## src/rtl/spwm_pkg.sv

```systemverilog
// Shared constants and state encoding for the three-phase SPWM sequencer.
package spwm_pkg;

  localparam int unsigned LUT_SIZE = 407;
  localparam int unsigned DATA_W   = 12;
  localparam int unsigned ADDR_W   = 9;

  // Phase offsets into one sine period: 0, 1/3 and 2/3 of the table, rounded
  localparam int unsigned OFF_B = (LUT_SIZE + 1) / 3;
  localparam int unsigned OFF_C = (2 * LUT_SIZE + 1) / 3;

  typedef enum logic [2:0] {
    IDLE = 3'd0,
    WAIT = 3'd1,
    RD_A = 3'd2,
    RD_B = 3'd3,
    RD_C = 3'd4,
    CAPT = 3'd5
  } state_t;

endpackage

```

## src/rtl/spwm_prescaler.sv

```systemverilog
// Sample-rate prescaler: counts 0..div and flags the terminal count.
module spwm_prescaler #(
  parameter int unsigned DIV_W = 16
) (
  input  logic             clk_in,
  input  logic             rst_n,
  input  logic             clear,
  input  logic             enable,
  input  logic [DIV_W-1:0] div,
  output logic             tick
);

  logic [DIV_W-1:0] r_cnt;
  logic             w_wrap;

  assign w_wrap = (r_cnt == div);
  assign tick   = enable && !clear && w_wrap;

  always_ff @(posedge clk_in) begin
    if (!rst_n) begin
      r_cnt <= '0;
    end else if (clear) begin
      r_cnt <= '0;
    end else if (enable) begin
      r_cnt <= w_wrap ? '0 : r_cnt + DIV_W'(1);
    end
  end

endmodule

```

## src/rtl/spwm_phase_sequencer.sv

```systemverilog
// Reads three 120-degree-spaced sine samples from an external table once per
// prescaler tick and presents them as a registered A/B/C set.
module spwm_phase_sequencer #(
  parameter int unsigned LUT_SIZE = spwm_pkg::LUT_SIZE,
  parameter int unsigned DATA_W   = spwm_pkg::DATA_W,
  parameter int unsigned ADDR_W   = spwm_pkg::ADDR_W,
  parameter int unsigned DIV_W    = 16
) (
  input  logic              clk_in,
  input  logic              rst_n,
  input  logic              en,
  input  logic [DIV_W-1:0]  div,
  output logic              lut_rd,
  output logic [ADDR_W-1:0] lut_addr,
  input  logic [DATA_W-1:0] lut_data,
  output logic [DATA_W-1:0] sample_a,
  output logic [DATA_W-1:0] sample_b,
  output logic [DATA_W-1:0] sample_c,
  output logic              sample_vld,
  output logic              busy,
  output logic              overrun
);

  import spwm_pkg::*;

  localparam int unsigned       SUM_W     = ADDR_W + 1;
  localparam logic [SUM_W-1:0]  LUT_SZ    = SUM_W'(LUT_SIZE);
  localparam logic [SUM_W-1:0]  OFFS_B    = SUM_W'((LUT_SIZE + 1) / 3);
  localparam logic [SUM_W-1:0]  OFFS_C    = SUM_W'((2 * LUT_SIZE + 1) / 3);
  localparam logic [ADDR_W-1:0] BASE_LAST = ADDR_W'(LUT_SIZE - 1);

  // Base + offset folded back into the table; sum is one bit wider than the address
  function automatic logic [ADDR_W-1:0] phase_addr(input logic [ADDR_W-1:0] base,
                                                    input logic [SUM_W-1:0]  offs);
    logic [SUM_W-1:0] sum;
    sum = {1'b0, base} + offs;
    if (sum >= LUT_SZ) begin
      sum = sum - LUT_SZ;
    end
    return sum[ADDR_W-1:0];
  endfunction

  state_t            r_state;
  state_t            w_state_nxt;
  logic [DIV_W-1:0]  r_div;
  logic [DIV_W-1:0]  w_div_nxt;
  logic [ADDR_W-1:0] r_base;
  logic [ADDR_W-1:0] w_base_nxt;
  logic              r_pending;
  logic              w_pending_nxt;
  logic              r_overrun;
  logic              w_overrun_nxt;
  logic              r_lut_rd;
  logic              w_lut_rd_nxt;
  logic [ADDR_W-1:0] r_lut_addr;
  logic [ADDR_W-1:0] w_lut_addr_nxt;
  logic [DATA_W-1:0] r_sample_a;
  logic [DATA_W-1:0] r_sample_b;
  logic [DATA_W-1:0] r_sample_c;
  logic [DATA_W-1:0] w_sample_a_nxt;
  logic [DATA_W-1:0] w_sample_b_nxt;
  logic [DATA_W-1:0] w_sample_c_nxt;
  logic              r_sample_vld;
  logic              w_sample_vld_nxt;
  logic              r_busy;
  logic              w_busy_nxt;
  logic              w_tick;
  logic              w_ready;
  logic              w_consume;
  logic              w_ps_clear;
  logic              w_ps_enable;

  assign w_ps_clear  = (r_state == IDLE);
  assign w_ps_enable = (r_state != IDLE);

  spwm_prescaler #(
    .DIV_W (DIV_W)
  ) u_prescaler (
    .clk_in (clk_in),
    .rst_n  (rst_n),
    .clear  (w_ps_clear),
    .enable (w_ps_enable),
    .div    (r_div),
    .tick   (w_tick)
  );

  assign w_ready = w_tick || r_pending;

  always_ff @(posedge clk_in) begin
    if (!rst_n) begin
      r_state <= IDLE;
    end else begin
      r_state <= w_state_nxt;
    end
  end

  always_comb begin
    w_state_nxt      = r_state;
    w_div_nxt        = r_div;
    w_base_nxt       = r_base;
    w_pending_nxt    = r_pending;
    w_overrun_nxt    = r_overrun;
    w_lut_rd_nxt     = 1'b0;
    w_lut_addr_nxt   = r_lut_addr;
    w_sample_a_nxt   = r_sample_a;
    w_sample_b_nxt   = r_sample_b;
    w_sample_c_nxt   = r_sample_c;
    w_sample_vld_nxt = 1'b0;
    w_consume        = 1'b0;

    unique case (r_state)
      IDLE: begin
        if (en) begin
          w_state_nxt   = WAIT;
          w_div_nxt     = div;
          w_overrun_nxt = 1'b0;
        end
      end
      WAIT: begin
        if (w_ready) begin
          w_state_nxt = RD_A;
          w_consume   = 1'b1;
        end
      end
      RD_A: w_state_nxt = RD_B;
      RD_B: begin
        w_state_nxt    = RD_C;
        w_sample_a_nxt = lut_data;
      end
      RD_C: begin
        w_state_nxt    = CAPT;
        w_sample_b_nxt = lut_data;
      end
      CAPT: begin
        w_sample_c_nxt   = lut_data;
        w_sample_vld_nxt = 1'b1;
        w_base_nxt       = (r_base == BASE_LAST) ? '0 : r_base + ADDR_W'(1);
        // Chain straight into the next read when a tick is already due so a
        // four-cycle tick period is sustained without a WAIT bubble
        if (!en) begin
          w_state_nxt = IDLE;
        end else if (w_ready) begin
          w_state_nxt = RD_A;
          w_consume   = 1'b1;
        end else begin
          w_state_nxt = WAIT;
        end
      end
      default: w_state_nxt = IDLE;
    endcase

    if (w_state_nxt == IDLE) begin
      w_pending_nxt = 1'b0;
    end else if (w_consume) begin
      w_pending_nxt = w_tick && r_pending;
    end else if (w_tick) begin
      w_pending_nxt = 1'b1;
    end
    if (w_tick && r_pending && (r_state != WAIT) && (w_state_nxt != IDLE)) begin
      w_overrun_nxt = 1'b1;
    end

    unique case (w_state_nxt)
      RD_A: begin
        w_lut_rd_nxt   = 1'b1;
        w_lut_addr_nxt = phase_addr(w_base_nxt, '0);
      end
      RD_B: begin
        w_lut_rd_nxt   = 1'b1;
        w_lut_addr_nxt = phase_addr(w_base_nxt, OFFS_B);
      end
      RD_C: begin
        w_lut_rd_nxt   = 1'b1;
        w_lut_addr_nxt = phase_addr(w_base_nxt, OFFS_C);
      end
      default: ;
    endcase

    w_busy_nxt = (w_state_nxt != IDLE);
  end

  always_ff @(posedge clk_in) begin
    if (!rst_n) begin
      r_div        <= '0;
      r_base       <= '0;
      r_pending    <= 1'b0;
      r_overrun    <= 1'b0;
      r_lut_rd     <= 1'b0;
      r_lut_addr   <= '0;
      r_sample_a   <= '0;
      r_sample_b   <= '0;
      r_sample_c   <= '0;
      r_sample_vld <= 1'b0;
      r_busy       <= 1'b0;
    end else begin
      r_div        <= w_div_nxt;
      r_base       <= w_base_nxt;
      r_pending    <= w_pending_nxt;
      r_overrun    <= w_overrun_nxt;
      r_lut_rd     <= w_lut_rd_nxt;
      r_lut_addr   <= w_lut_addr_nxt;
      r_sample_a   <= w_sample_a_nxt;
      r_sample_b   <= w_sample_b_nxt;
      r_sample_c   <= w_sample_c_nxt;
      r_sample_vld <= w_sample_vld_nxt;
      r_busy       <= w_busy_nxt;
    end
  end

  assign lut_rd     = r_lut_rd;
  assign lut_addr   = r_lut_addr;
  assign sample_a   = r_sample_a;
  assign sample_b   = r_sample_b;
  assign sample_c   = r_sample_c;
  assign sample_vld = r_sample_vld;
  assign busy       = r_busy;
  assign overrun    = r_overrun;

endmodule

```

## config.mk

```make
export PLATFORM = sky130hd
export DESIGN_NAME = spwm_phase_sequencer
export DESIGN_NICKNAME = d
export VERILOG_FILES = /design/src/rtl/spwm_pkg.sv /design/src/rtl/spwm_prescaler.sv /design/src/rtl/spwm_phase_sequencer.sv
export SDC_FILE = /design/constraint.sdc
export NUM_CORES = 1
export LEC_CHECK = 0
export ABC_AREA = 1
export CAP_MARGIN = 20
export CORE_MARGIN = 2
export CORE_UTILIZATION = 27
export CTS_CLUSTER_SIZE = 25
export DETAILED_ROUTE_END_ITERATION = 6
export SLEW_MARGIN = 10
export SYNTH_ARGS = -nofsm -noshare
export SYNTH_HDL_FRONTEND = slang
export SYNTH_SLANG_ARGS = --single-unit
```

## constraint.sdc

```tcl
create_clock -name clk_in -period 2.8 [get_ports clk_in]
set_input_delay 0.56 -clock clk_in [delete_from_list [all_inputs] [get_ports clk_in]]
set_output_delay 0.56 -clock clk_in [all_outputs]
set_load 0.05 [all_outputs]
```

==> flow_metrics.py <==
metrics = {
    "synthesis": {
        "synthTopCellsByCount": "nand2_1 (180), nor2_1 (96), dfxtp_1 (94)",
        "synth_fp_nets": 801,
        "yosysTopAreaCellShare_pct": 36.1,
        "async_flop_share_pct": 0,
        "synthFlopType": "dfxtp_1",
        "synth_area_um2": 5220,
        "ys_ff_latch": 94,
        "yosys.cell_types.count": 40,
        "syn_inst": 761,
        "synth.largest_area_cell": "dfxtp_1",
        "synth_edf_count": 0,
        "synthTopCellsByArea": "dfxtp_1 (36%), nand2_1 (13%), nand3_1 (7.1%), nor2_1 (6.9%), inv_1 (5.0%)",
        "synth_most_common_cell": "nand2_1",
        "ys_seq_area_share_pct": 36.1,
        "yosys_warnings": 0,
        "avgSynthCellArea_um2": 6.85,
    },
    "placement": {
        "gp_congestion": 0.848,
        "dp_hpwl_um": 10800,
        "numPortBuffers": 79,
    },
    "timing": {
        "tightestPinTransition_ns": 0.560,
        "fin_crit_sh_pct": 93.7,
        "skew_ns": 0.00962,
        "max_freq_mhz": 381,
        "setup_tns_ns": 0,
        "slew_viol_final": 0,
        "period_needed_ns": 2.62,
        "relSlewSlack_pct": 62.6,
        "finalSetupViolCount": 0,
        "finalHoldViolations": 0,
        "final.hold.worst_slack_ns": 0.465,
        "rsz0062_at_grt": "yes",
    },
    "floorplanning": {
        "initial_utilization_pct": 27.7,
        "fp.dieW_um": 143,
        "rows": 50,
        "core_region_area_um2": 18800,
        "die_area_um2": 20400,
        "die_h_um": 143,
        "ios": 80,
    },
    "final_layout": {
        "seq_area_um2": 1890,
        "insertedDiodeCount": 0,
        "drive_above_1_share_pct": 15.8,
        "multi_input_area_um2": 3070,
        "nFillCells": 2009,
        "layout-area-overhead-vs-synth_pct": 33.6,
        "finalNetCount": 907,
    },
    "outcome": {
        "status": "complete, no violations",
    },
    "pwr": {
        "power_leakage_nw": 2.98,
        "power_per_cell_area_nw_per_um2": 406,
        "combPwrFrac_pct": 8.5,
        "netSwitchingFraction_pct": 24.9,
        "pwr-share-clk_pct": 42.5,
        "irDropWorstVdd_mv": 0.276,
        "internal_power_mw": 2.12,
        "p_total_mw": 2.83,
        "switchingPower_mw": 0.705,
        "pwr-share-seq_pct": 49.0,
    },
    "setup_path": {
        "cp.required_ns": 3.05,
        "crit_slowest_cell": "dfxtp_4",
        "cp_slowest_stage_delay_ns": 0.36,
        "crit_path_start_kind": "flop",
        "path_max_fanout": 6,
        "crit_chain": "inv_1 > ha_1 > nand2_2 > nor2_4 > nand2_2 > a21oi_4 > ha_4 > nand4_1 > nand3_2 > nand3_2 > nand2_4 > nand2_4 > nand3_4 > buf_4 > nand3_1 > nand4_1 > nand3_1 > nand2_1 > inv_1",
        "crit_arrival_ns": 2.87,
        "r2r_cells": 19,
        "end_kind": "flop",
        "path_class": "reg2reg",
    },
    "detailed_routing": {
        "drcViolationCount": 0,
        "wire_per_inst_um": 13.1,
        "routed-via-count": 5048,
        "via_per_inst": 4.46,
        "drtAntennaViolNets": 0,
        "drt-pass1-iter-count": 5,
        "first_iter_violations": 400,
        "postRouteWirelength_um": 14900,
    },
    "global_routing": {
        "grt_max_degree": 39,
        "grt_overflow": 0,
        "antenna_found_initial": 0,
        "grt_pass1_vias": 4616,
        "grt.total_usage_pct": 14.3,
        "grt_pass1_wl_um": 23500,
    },
    "job": {
        "maxCapViolCount": 0,
    },
    "clocking": {
        "clockBufferDepth": 2,
        "numCtsBuffers": 9,
        "cts_sinks": 94,
        "cts_tree": "yes",
        "htreeDepth": 3,
        "clk_pin_slew_ns": 0.07,
        "cts_root_buf": "clkbuf_16",
        "worstSkewPairLatency_ns": 0.34,
    },
    "worst_hold_path": {
        "min_delay_path_depth": 2,
        "holdCritPathClass": "reg2reg",
    },
}
-- stage by stage --
step / util, % / std cells / setup slack (ns) / instance area [um2]
2_1_floorplan: - / 761 / 0.177 / 5220
3_3_place_gp: 33.9 / 1099 / 0.0169 / 6390
3_5_place_dp: 33.9 / 1099 / -0.0350 / 6390
4_1_cts: 35.6 / 1117 / 0.0155 / 6710
5_1_grt: 37.0 / 1132 / -0.0192 / 6970
6_report: 37.0 / 1132 / 0.176 / 6970
-- state kept, by name, indices dropped and copies added (netlist names) --
register	flops
busy	1
r_pending	1
overrun	1
sample_a	12
u_prescaler.r_cnt	16
sample_vld	1
r_state	3
lut_addr	9
lut_rd	1
r_base	9
sample_c	12
sample_b	12
r_div	16
-- cells in the final DEF (no fill, tap or decap), drive strengths merged, types with 19 or more instances in the layout --
cell and instances:
dfxtp 94, a21oi 46, nand2 196, nand3 86, nor2 105, buf 38
nand4 19, clkdlybuf4s50 79, inv 81, o21ai 58
-- critical path, delay by kind of cell, from the launching register on --
family	cells	cell delay, ns
AO/OA/AOI/OAI	1	0.24
adder cells (fa/ha/maj)	2	0.34
flip-flops	1	0.36
AND/OR/NAND/NOR	13	1.37
buffers and inverters	3	0.22
-- worst paths after layout --
kind	to	slack [ns]	start
hold reg to reg	sample_c[3]	0.46	sample_c[3]
setup reg to reg	lut_addr[8]	0.18	r_base[0]
hold / removal	sample_c[3]	0.46	sample_c[3]
setup / recovery	lut_addr[8]	0.18	r_base[0]
-- area by class of cell --
cell class,count,share of cell area (%)
Clock buffer,11,3.63
Clock inverter,5,0.593
Inverter,80,4.38
Multi-Input combinational cell,565,44.1
Sequential cell,94,27.1
Tap cell,260,4.67
Timing Repair Buffer,117,15.5
-- power by group through the flow --
stage          registers [mW]  clock network, mW  logic, mW
2_1_floorplan            1.43                  0      0.114
3_3_place_gp             1.42                  0      0.239
3_5_place_dp             1.42                  0      0.240
4_1_cts                  1.39               1.24      0.241
5_1_grt                  1.39               1.30      0.266
6_report                 1.39               1.20      0.239
-- layer usage --
metal	track usage [%]	up-vias	wire (um)
met3	4.29	7	876
li1	-	2669	-
met2	21.1	120	6480
met5	0	-	0
met1	20.5	2252	7420
met4	3.07	0	99
-- repair_timing --
| item | in CTS | in global routing |
|---|---|---|
| pin swaps | 1 | 19 |
| cloned | 0 | 3 |
| buffers inserted | 2 | 12 |
| setup endpoints to repair | 4 | 9 |
| resized for setup | 1 | 40 |
| hold buffers | 0 | 0 |
-- cells by family after synthesis --
family | after synthesis | share of synthesized area [%]
AND/OR/NAND/NOR | 421 | 38.1
AO/OA/AOI/OAI | 108 | 11.6
buffers and inverters | 105 | 8.06
flip-flops | 94 | 36.1
XOR/XNOR | 24 | 4.03
adder cells (fa/ha/maj) | 9 | 2.16
Note: power is estimated with default switching activity, not from simulation.
